`config.mk`:
```
export PLATFORM = sky130hd
export DESIGN_NAME = sp_sequencer_flat
export DESIGN_NICKNAME = d
export VERILOG_FILES = /design/src/rtl/sp_sequencer_if.sv /design/src/rtl/sp_sequencer.sv /design/src/flat_wrapper.sv
export SDC_FILE = /design/constraint.sdc
export NUM_CORES = 1
export LEC_CHECK = 0
export CAP_MARGIN = 15
export CORE_UTILIZATION = 47
export DETAILED_ROUTE_END_ITERATION = 8
export GPL_ROUTABILITY_DRIVEN = 0
export PLACE_DENSITY = 0.87
export SYNTH_ARGS = -nofsm -noshare
export SYNTH_HDL_FRONTEND = slang
export SYNTH_SLANG_ARGS = --single-unit
export TNS_END_PERCENT = 30
```
`constraint.sdc`:
```
create_clock -name clk -period 2.8 [get_ports clk]
set_input_delay 0.56 -clock clk [delete_from_list [all_inputs] [get_ports clk]]
set_output_delay 0.56 -clock clk [all_outputs]
set_load 0.005 [all_outputs]
```
`src/rtl/sp_sequencer_if.sv`:
```
// sp_sequencer_if
//   Requester handshake and memory strobe bundle for sp_sequencer.
//   Requester side : op_valid, op_code -> ; <- op_ready, op_done, op_err
//   Memory side    : mem_ack ->          ; <- mem_wr, mem_rd
//   slave  : sequencer view
//   master : requester/memory (testbench) view
interface sp_sequencer_if;
  logic       op_valid;
  logic [1:0] op_code;
  logic       op_ready;
  logic       op_done;
  logic       op_err;
  logic       mem_ack;
  logic       mem_wr;
  logic       mem_rd;

  modport slave (
    input  op_valid, op_code, mem_ack,
    output op_ready, op_done, op_err, mem_wr, mem_rd
  );

  modport master (
    output op_valid, op_code, mem_ack,
    input  op_ready, op_done, op_err, mem_wr, mem_rd
  );
endinterface

```
`src/rtl/sp_sequencer.sv`:
```
// sp_sequencer
//   Stack-pointer sequencer: turns PUSH/POP/LOAD/READ requests into a fixed
//   sequence of stack-pointer controls and memory strobes, tracking depth.
//   Ports:
//     clk           sole clock, rising edge
//     reset         asynchronous, active-low reset
//     bus (slave)   op_valid/op_code/op_ready/op_done/op_err, mem_ack/mem_wr/mem_rd
//     sp_write, sp_inc, sp_dec, sp_read_abus, sp_read_dbus   stack-pointer controls
//     fault         sticky bounds-violation flag
//     depth         current stack depth
//   Optional feature: define SP_BOUNDS_CHECK_EN to reject PUSH at full depth
//   and POP at empty (op_err + sticky fault). Without it the depth counter
//   wraps and op_err/fault are tied low.
//
//   state  | meaning
//   -------+-----------------------------------------------
//   IDLE   | ready for a new operation
//   DEC    | PUSH: pre-decrement stack pointer
//   MEMW   | PUSH: write memory at SP until mem_ack
//   MEMR   | POP: read memory at SP until mem_ack
//   INC    | POP: post-increment stack pointer
//   LOAD   | write stack pointer, clear depth and fault
//   RDSP   | drive stack pointer onto data bus
//   DONE   | one-cycle completion pulse
module sp_sequencer #(
  parameter  int STACK_DEPTH = 256,
  localparam int DW          = $clog2(STACK_DEPTH + 1)
) (
  input  logic          clk,
  input  logic          reset,
  sp_sequencer_if.slave bus,
  output logic          sp_write,
  output logic          sp_inc,
  output logic          sp_dec,
  output logic          sp_read_abus,
  output logic          sp_read_dbus,
  output logic          fault,
  output logic [DW-1:0] depth
);

  localparam logic [1:0] OP_PUSH = 2'b00;
  localparam logic [1:0] OP_POP  = 2'b01;
  localparam logic [1:0] OP_LOAD = 2'b10;

  typedef enum logic [2:0] {
    S_IDLE, S_DEC, S_MEMW, S_MEMR, S_INC, S_LOAD, S_RDSP, S_DONE
  } state_t;

  state_t        r_state;
  state_t        w_next;
  logic [DW-1:0] r_depth;
  logic          w_accept;
  logic          w_push_err;
  logic          w_pop_err;
  logic          w_done;

  assign w_accept = (r_state == S_IDLE) && bus.op_valid;

`ifdef SP_BOUNDS_CHECK_EN
  logic r_err;
  logic r_fault;

  assign w_push_err = (r_depth == DW'(STACK_DEPTH));
  assign w_pop_err  = (r_depth == '0);

  // r_err holds the verdict of the accepted operation until its DONE cycle.
  always_ff @(posedge clk or negedge reset) begin
    if (!reset) begin
      r_err   <= 1'b0;
      r_fault <= 1'b0;
    end else begin
      if (w_accept) begin
        r_err <= ((bus.op_code == OP_PUSH) && w_push_err) ||
                 ((bus.op_code == OP_POP)  && w_pop_err);
      end
      if (w_accept && (((bus.op_code == OP_PUSH) && w_push_err) ||
                       ((bus.op_code == OP_POP)  && w_pop_err))) begin
        r_fault <= 1'b1;
      end else if (r_state == S_LOAD) begin
        r_fault <= 1'b0;
      end
    end
  end

  assign fault      = r_fault;
  assign bus.op_err = w_done && r_err;
`else
  assign w_push_err = 1'b0;
  assign w_pop_err  = 1'b0;
  assign fault      = 1'b0;
  assign bus.op_err = 1'b0;
`endif

  always_ff @(posedge clk or negedge reset) begin
    if (!reset) begin
      r_state <= S_IDLE;
    end else begin
      r_state <= w_next;
    end
  end

  // Depth moves only on completion of the memory/pointer step so it is
  // stable throughout an operation and updated by its DONE cycle.
  always_ff @(posedge clk or negedge reset) begin
    if (!reset) begin
      r_depth <= '0;
    end else if (r_state == S_LOAD) begin
      r_depth <= '0;
    end else if ((r_state == S_MEMW) && bus.mem_ack) begin
      r_depth <= r_depth + DW'(1);
    end else if (r_state == S_INC) begin
      r_depth <= r_depth - DW'(1);
    end
  end

  assign depth = r_depth;

  always_comb begin
    w_next       = r_state;
    bus.op_ready = 1'b0;
    bus.mem_wr   = 1'b0;
    bus.mem_rd   = 1'b0;
    w_done       = 1'b0;
    sp_write     = 1'b0;
    sp_inc       = 1'b0;
    sp_dec       = 1'b0;
    sp_read_abus = 1'b0;
    sp_read_dbus = 1'b0;

    unique case (r_state)
      S_IDLE: begin
        bus.op_ready = 1'b1;
        if (bus.op_valid) begin
          unique case (bus.op_code)
            OP_PUSH: w_next = w_push_err ? S_DONE : S_DEC;
            OP_POP:  w_next = w_pop_err  ? S_DONE : S_MEMR;
            OP_LOAD: w_next = S_LOAD;
            default: w_next = S_RDSP;
          endcase
        end
      end
      S_DEC: begin
        sp_dec = 1'b1;
        w_next = S_MEMW;
      end
      S_MEMW: begin
        sp_read_abus = 1'b1;
        bus.mem_wr   = 1'b1;
        if (bus.mem_ack) w_next = S_DONE;
      end
      S_MEMR: begin
        sp_read_abus = 1'b1;
        bus.mem_rd   = 1'b1;
        if (bus.mem_ack) w_next = S_INC;
      end
      S_INC: begin
        sp_inc = 1'b1;
        w_next = S_DONE;
      end
      S_LOAD: begin
        sp_write = 1'b1;
        w_next   = S_DONE;
      end
      S_RDSP: begin
        sp_read_dbus = 1'b1;
        w_next       = S_DONE;
      end
      S_DONE: begin
        w_done = 1'b1;
        w_next = S_IDLE;
      end
      default: w_next = S_IDLE;
    endcase
  end

  assign bus.op_done = w_done;

endmodule

```
`src/flat_wrapper.sv`:
```
// flat-port wrapper written by rule: the top's interface ports become plain ports
module sp_sequencer_flat 
#(
  parameter  int STACK_DEPTH = 256,
  localparam int DW          = $clog2(STACK_DEPTH + 1)
)
  (clk, reset, sp_write, sp_inc, sp_dec, sp_read_abus, sp_read_dbus, fault, depth, bus_op_valid, bus_op_code, bus_mem_ack, bus_op_ready, bus_op_done, bus_op_err, bus_mem_wr, bus_mem_rd);
  sp_sequencer_if bus_i ();
  input  logic clk;
  input  logic reset;
  output logic sp_write;
  output logic sp_inc;
  output logic sp_dec;
  output logic sp_read_abus;
  output logic sp_read_dbus;
  output logic fault;
  output logic [DW-1:0] depth;
  input wire logic [$bits(bus_i.op_valid)-1:0] bus_op_valid;
  input wire logic [$bits(bus_i.op_code)-1:0] bus_op_code;
  input wire logic [$bits(bus_i.mem_ack)-1:0] bus_mem_ack;
  output wire logic [$bits(bus_i.op_ready)-1:0] bus_op_ready;
  output wire logic [$bits(bus_i.op_done)-1:0] bus_op_done;
  output wire logic [$bits(bus_i.op_err)-1:0] bus_op_err;
  output wire logic [$bits(bus_i.mem_wr)-1:0] bus_mem_wr;
  output wire logic [$bits(bus_i.mem_rd)-1:0] bus_mem_rd;
  assign bus_i.op_valid = bus_op_valid;
  assign bus_i.op_code = bus_op_code;
  assign bus_i.mem_ack = bus_mem_ack;
  assign bus_op_ready = bus_i.op_ready;
  assign bus_op_done = bus_i.op_done;
  assign bus_op_err = bus_i.op_err;
  assign bus_mem_wr = bus_i.mem_wr;
  assign bus_mem_rd = bus_i.mem_rd;
  sp_sequencer #(.STACK_DEPTH(STACK_DEPTH)) u_core (.clk(clk), .reset(reset), .bus(bus_i), .sp_write(sp_write), .sp_inc(sp_inc), .sp_dec(sp_dec), .sp_read_abus(sp_read_abus), .sp_read_dbus(sp_read_dbus), .fault(fault), .depth(depth));
endmodule
```
==> metrics.md <==
| Metric | Value |
|---|---|
| Synth warnings | `0` |
| Post-synthesis mux area share | `0.0219` |
| Clock Tree Root | `clkbuf_4` |
| CP bufs+invs | `1` |
| WL/cell | `~14 um` |
| Hold buffer count at CTS | `0` |
| TritonRoute pass-1 iters | `4` |
| Worst skew pair latency | `between 0.2 and 0.3 ns` |
| Sequential share of the synthesized area | `0.309` |
| Worst path top cell family by delay | `compound AO/OA/AOI/OAI gates` |
| CP startpoint | `bus_mem_ack` |
| Fin util | `0.715` |
| Worst Hold Launch | `u_core.depth[6]$_DFFE_PN0P_` |
| Flop pwr share | `0.177` |
| FF+latch area | `300 um^2` |
| Cells after synthesis | `110` |
| Largest net degree at the start of global routing | `19` |
| RSZ-0062 raised after global routing | `true` |
| Core Region | `between 1500 and 2000 um^2` |
| Die Wd | `47.5 um` |
| Endpoints failing setup | `0` |
| Largest family of logic cells by synthesized area | `compound AO/OA/AOI/OAI gates` |
| Worst-Margin Slew | `between 0.5 and 0.6 ns` |
| Initial antenna violation count | `0` |
| Buffers on Ports | `23` |
| Layout fillers | `151` |
| GRT Total Usage | `0.254` |
| Total power | `1.83 mW` |
| Syn Std Cell Area | `971 um^2` |
| Row count | `16` |
| Seq cells post-synth | `12` |
| Status | `finished, final reports clean` |
| Final HPWL DP | `~1.8 mm` |
| Fin Setup TNS | `0 ns` |
| Worst Setup End Kind | `flop` |
| CTS Buf Count | `3` |
| Initial Utilization | `0.500` |
| DR vias/cell | `5.45` |
| Worst path slowest cell | `clkdlybuf4s50_1` |
| Antenna viol nets, final | `0` |
| Die height | `roughly 47 um` |
| Maxcap violations | `0` |
| Sw power | `about 0.77 mW` |
| Most frequent cell after synthesis | `dfrtp_1` |
| Clk buf depth | `2` |
| Synth top cells by count | `dfrtp_1 (12), nor2_1 (9), ha_1 (8), nand2_1 (8)` |
| Synth async-reset ratio | `1.00` |
| TritonCTS clock tree | `done` |
| Synth area leaders | `dfrtp_1 (31%), ha_1 (10%), a21oi_1 (3.6%)` |
| Max stage delay on crit path | `0.49 ns` |
| Area fraction in compound gates after synthesis | `0.237` |
| Total grt overflow | `0` |
| Leading area contributor after synthesis | `dfrtp_1` |
| Area share of the largest cell type after synthesis | `0.309` |
| Hold slack | `between 0.5 and 0.6 ns` |
| Minimum clock period | `approximately 2.7 ns` |
| Clock transition at path regs | `about 0.080 ns` |
| Critical Path Start Type | `input port` |
| Worst r2r src | `u_core.r_state[2]$_DFFE_PN0P_` |
| Synthesis-to-layout area growth | `42.9%` |
| Die area | `approximately 2300 um^2` |
| Area of the multi-input gates | `between 600 and 700 um^2` |
| Critical-path maximum fanout | `7` |
| CP arrival | `roughly 2.9 ns` |
| Placed inst area | `1340 um^2` |
| # DRC | `0` |
| Primary FF master, synth | `dfrtp_1` |
| Fin. max-slew vios | `0` |
| Post CTS Setup Buffer Count | `0` |
| Cell variety after synth | `41` |
| Xor and xnor fraction of the mapped netlist area | `0.0361` |
| Maximum clock rate | `about 0.37 GHz` |
| CTS sink count | `12` |
| Vias in the first global route | `920` |
| Cell internal pwr | `1.06 mW` |
| Type of the worst min-delay path | `reg -> reg` |
| Final Instance Area | `roughly 1400 um^2` |
| Fin. Hold Viols | `0` |
| Sw frac | `0.420` |
| Pwr per Cell Area | `approximately 1300 nW/um^2` |
| Area share of fa/ha/maj cells after synthesis | `0.124` |
| Critical-path cell list | `clkdlybuf4s50_1, nor2b_2, nand2_2, ha_1, a21o_1, a31o_1, a21oi_2, mux2_1, a311o_1` |
| Period Utilization, post-route | `0.968` |
| Via count | `approximately 970` |
| Layout cells sized above 1 | `0.207` |
| Crit path kind | `in -> reg` |
| Worst path required time | `about 3 ns` |
| Worst slew margin | `0.628` |
| Routed WL | `2.41 mm` |
| Global-route wire length before repair | `3.91 mm` |
| CTS HTree Levels | `1` |
| Total I/O pin count | `26` |
| Leakage | `approximately 0.64 nW` |
| EDFF count, synth | `0` |
| Layout Skew | `~0.0067 ns` |
| Simple-Gate Fraction of Synth Area | `0.211` |
| Antenna cells | `0` |
| Synthesized area per cell | `slightly below 9 um^2` |
| Comb power frac | `0.746` |
| Fin nets | `approximately 170` |
| Peak VDD IR | `about 740 uV` |
| DRT iter0 DRCs | `23` |
| Power share of the clock group | `0.077` |
==> worst reg2reg max path: cells and delay by family (launching register included) <==
kind / cells / cell delay [ns]
AOI/OAI and AO/OA: 4 / 0.82
adders and majority gates: 1 / 0.34
and+or+nand+nor: 2 / 0.47
muxes: 1 / 0.34
DFF: 1 / 0.38
==> final cells by class <==
cell class / count / area share
Clock buffer: 4 / 0.0261
Inverter: 5 / 0.0135
Multi-Input combinational cell: 88 / 0.456
Sequential cell: 12 / 0.216
Tap cell: 27 / 0.0243
Timing Repair Buffer: 41 / 0.263
==> worst paths after layout <==
kind | to | slack [ns] | depth (start not counted)
worst max-delay path | u_core.depth[8]$_DFFE_PN0P_ | 0.09 | 9
min in group asynchronous | u_core.depth[8]$_DFFE_PN0P_ | 0.64 | 1
worst min register to register | u_core.depth[6]$_DFFE_PN0P_ | 0.55 | 2
worst min-delay path | u_core.depth[6]$_DFFE_PN0P_ | 0.55 | 2
worst max register to register | u_core.depth[8]$_DFFE_PN0P_ | 0.32 | 8
max in group asynchronous | u_core.depth[5]$_DFFE_PN0P_ | 1.79 | 1
==> layer usage <==
layer | GRT usage | wire, um | vias to the layer above
met4 | 0.103 | 21 | 0
met2 | 0.455 | 1310 | 30
li1 | - | - | 477
met1 | 0.286 | 971 | 454
met5 | 0 | 0 | -
met3 | 0.0642 | 110 | 4
==> what timing repair did <==
item                                    4_1_cts  5_1_grt
pin swaps                                     1        1
gates resized for setup                       2        3
endpoints found under the setup margin        1        3
==> sequential cells by signal, summed over array words and instances, names as in the netlist <==
name and count:
u_core.r_state 3, u_core.depth 9
==> cell families (layout without fill, tap and decap cells) <==
| group | after synthesis | count (layout) |
|---|---|---|
| adder cells (fa/ha/maj) | 9 | 9 |
| flip-flops | 12 | 12 |
| AO/OA/AOI/OAI | 31 | 31 |
| other | 1 | 2 |
| XOR/XNOR | 4 | 4 |
| AND/OR/NAND/NOR | 40 | 40 |
| multiplexers | 2 | 2 |
| buffers and inverters | 11 | 50 |
==> power groups by stage <==
stage / logic, mW / clock network, mW / registers (mW)
after CTS: 1.33 / 0.141 / 0.324
after global routing: 1.50 / 0.151 / 0.336
after global placement: 1.26 / 0 / 0.320
final: 1.36 / 0.140 / 0.324
after floorplan: 0.769 / 0 / 0.319
after detailed placement: 1.31 / 0 / 0.327
==> layout by cell type, fill, tap and decap left out, drive strengths merged, types with 4 or more instances in the layout <==
| cell type | instances |
|---|---|
| o21ai | 7 |
| dfrtp | 12 |
| clkbuf | 4 |
| clkdlybuf4s50 | 23 |
| ha | 8 |
| nand2 | 8 |
| nor2 | 9 |
| inv | 4 |
| a21oi | 8 |
| buf | 18 |
| nand3 | 7 |
==> through the flow <==
stage | std cells | setup slack, ns
2_1_floorplan | 111 | 0.280
3_3_place_gp | 173 | -0.173
3_5_place_dp | 173 | -0.273
4_1_cts | 177 | 0.00504
5_1_grt | 177 | -0.0547
6_report | 177 | 0.0883
No activity file was read; power rests on OpenSTA's default activity.
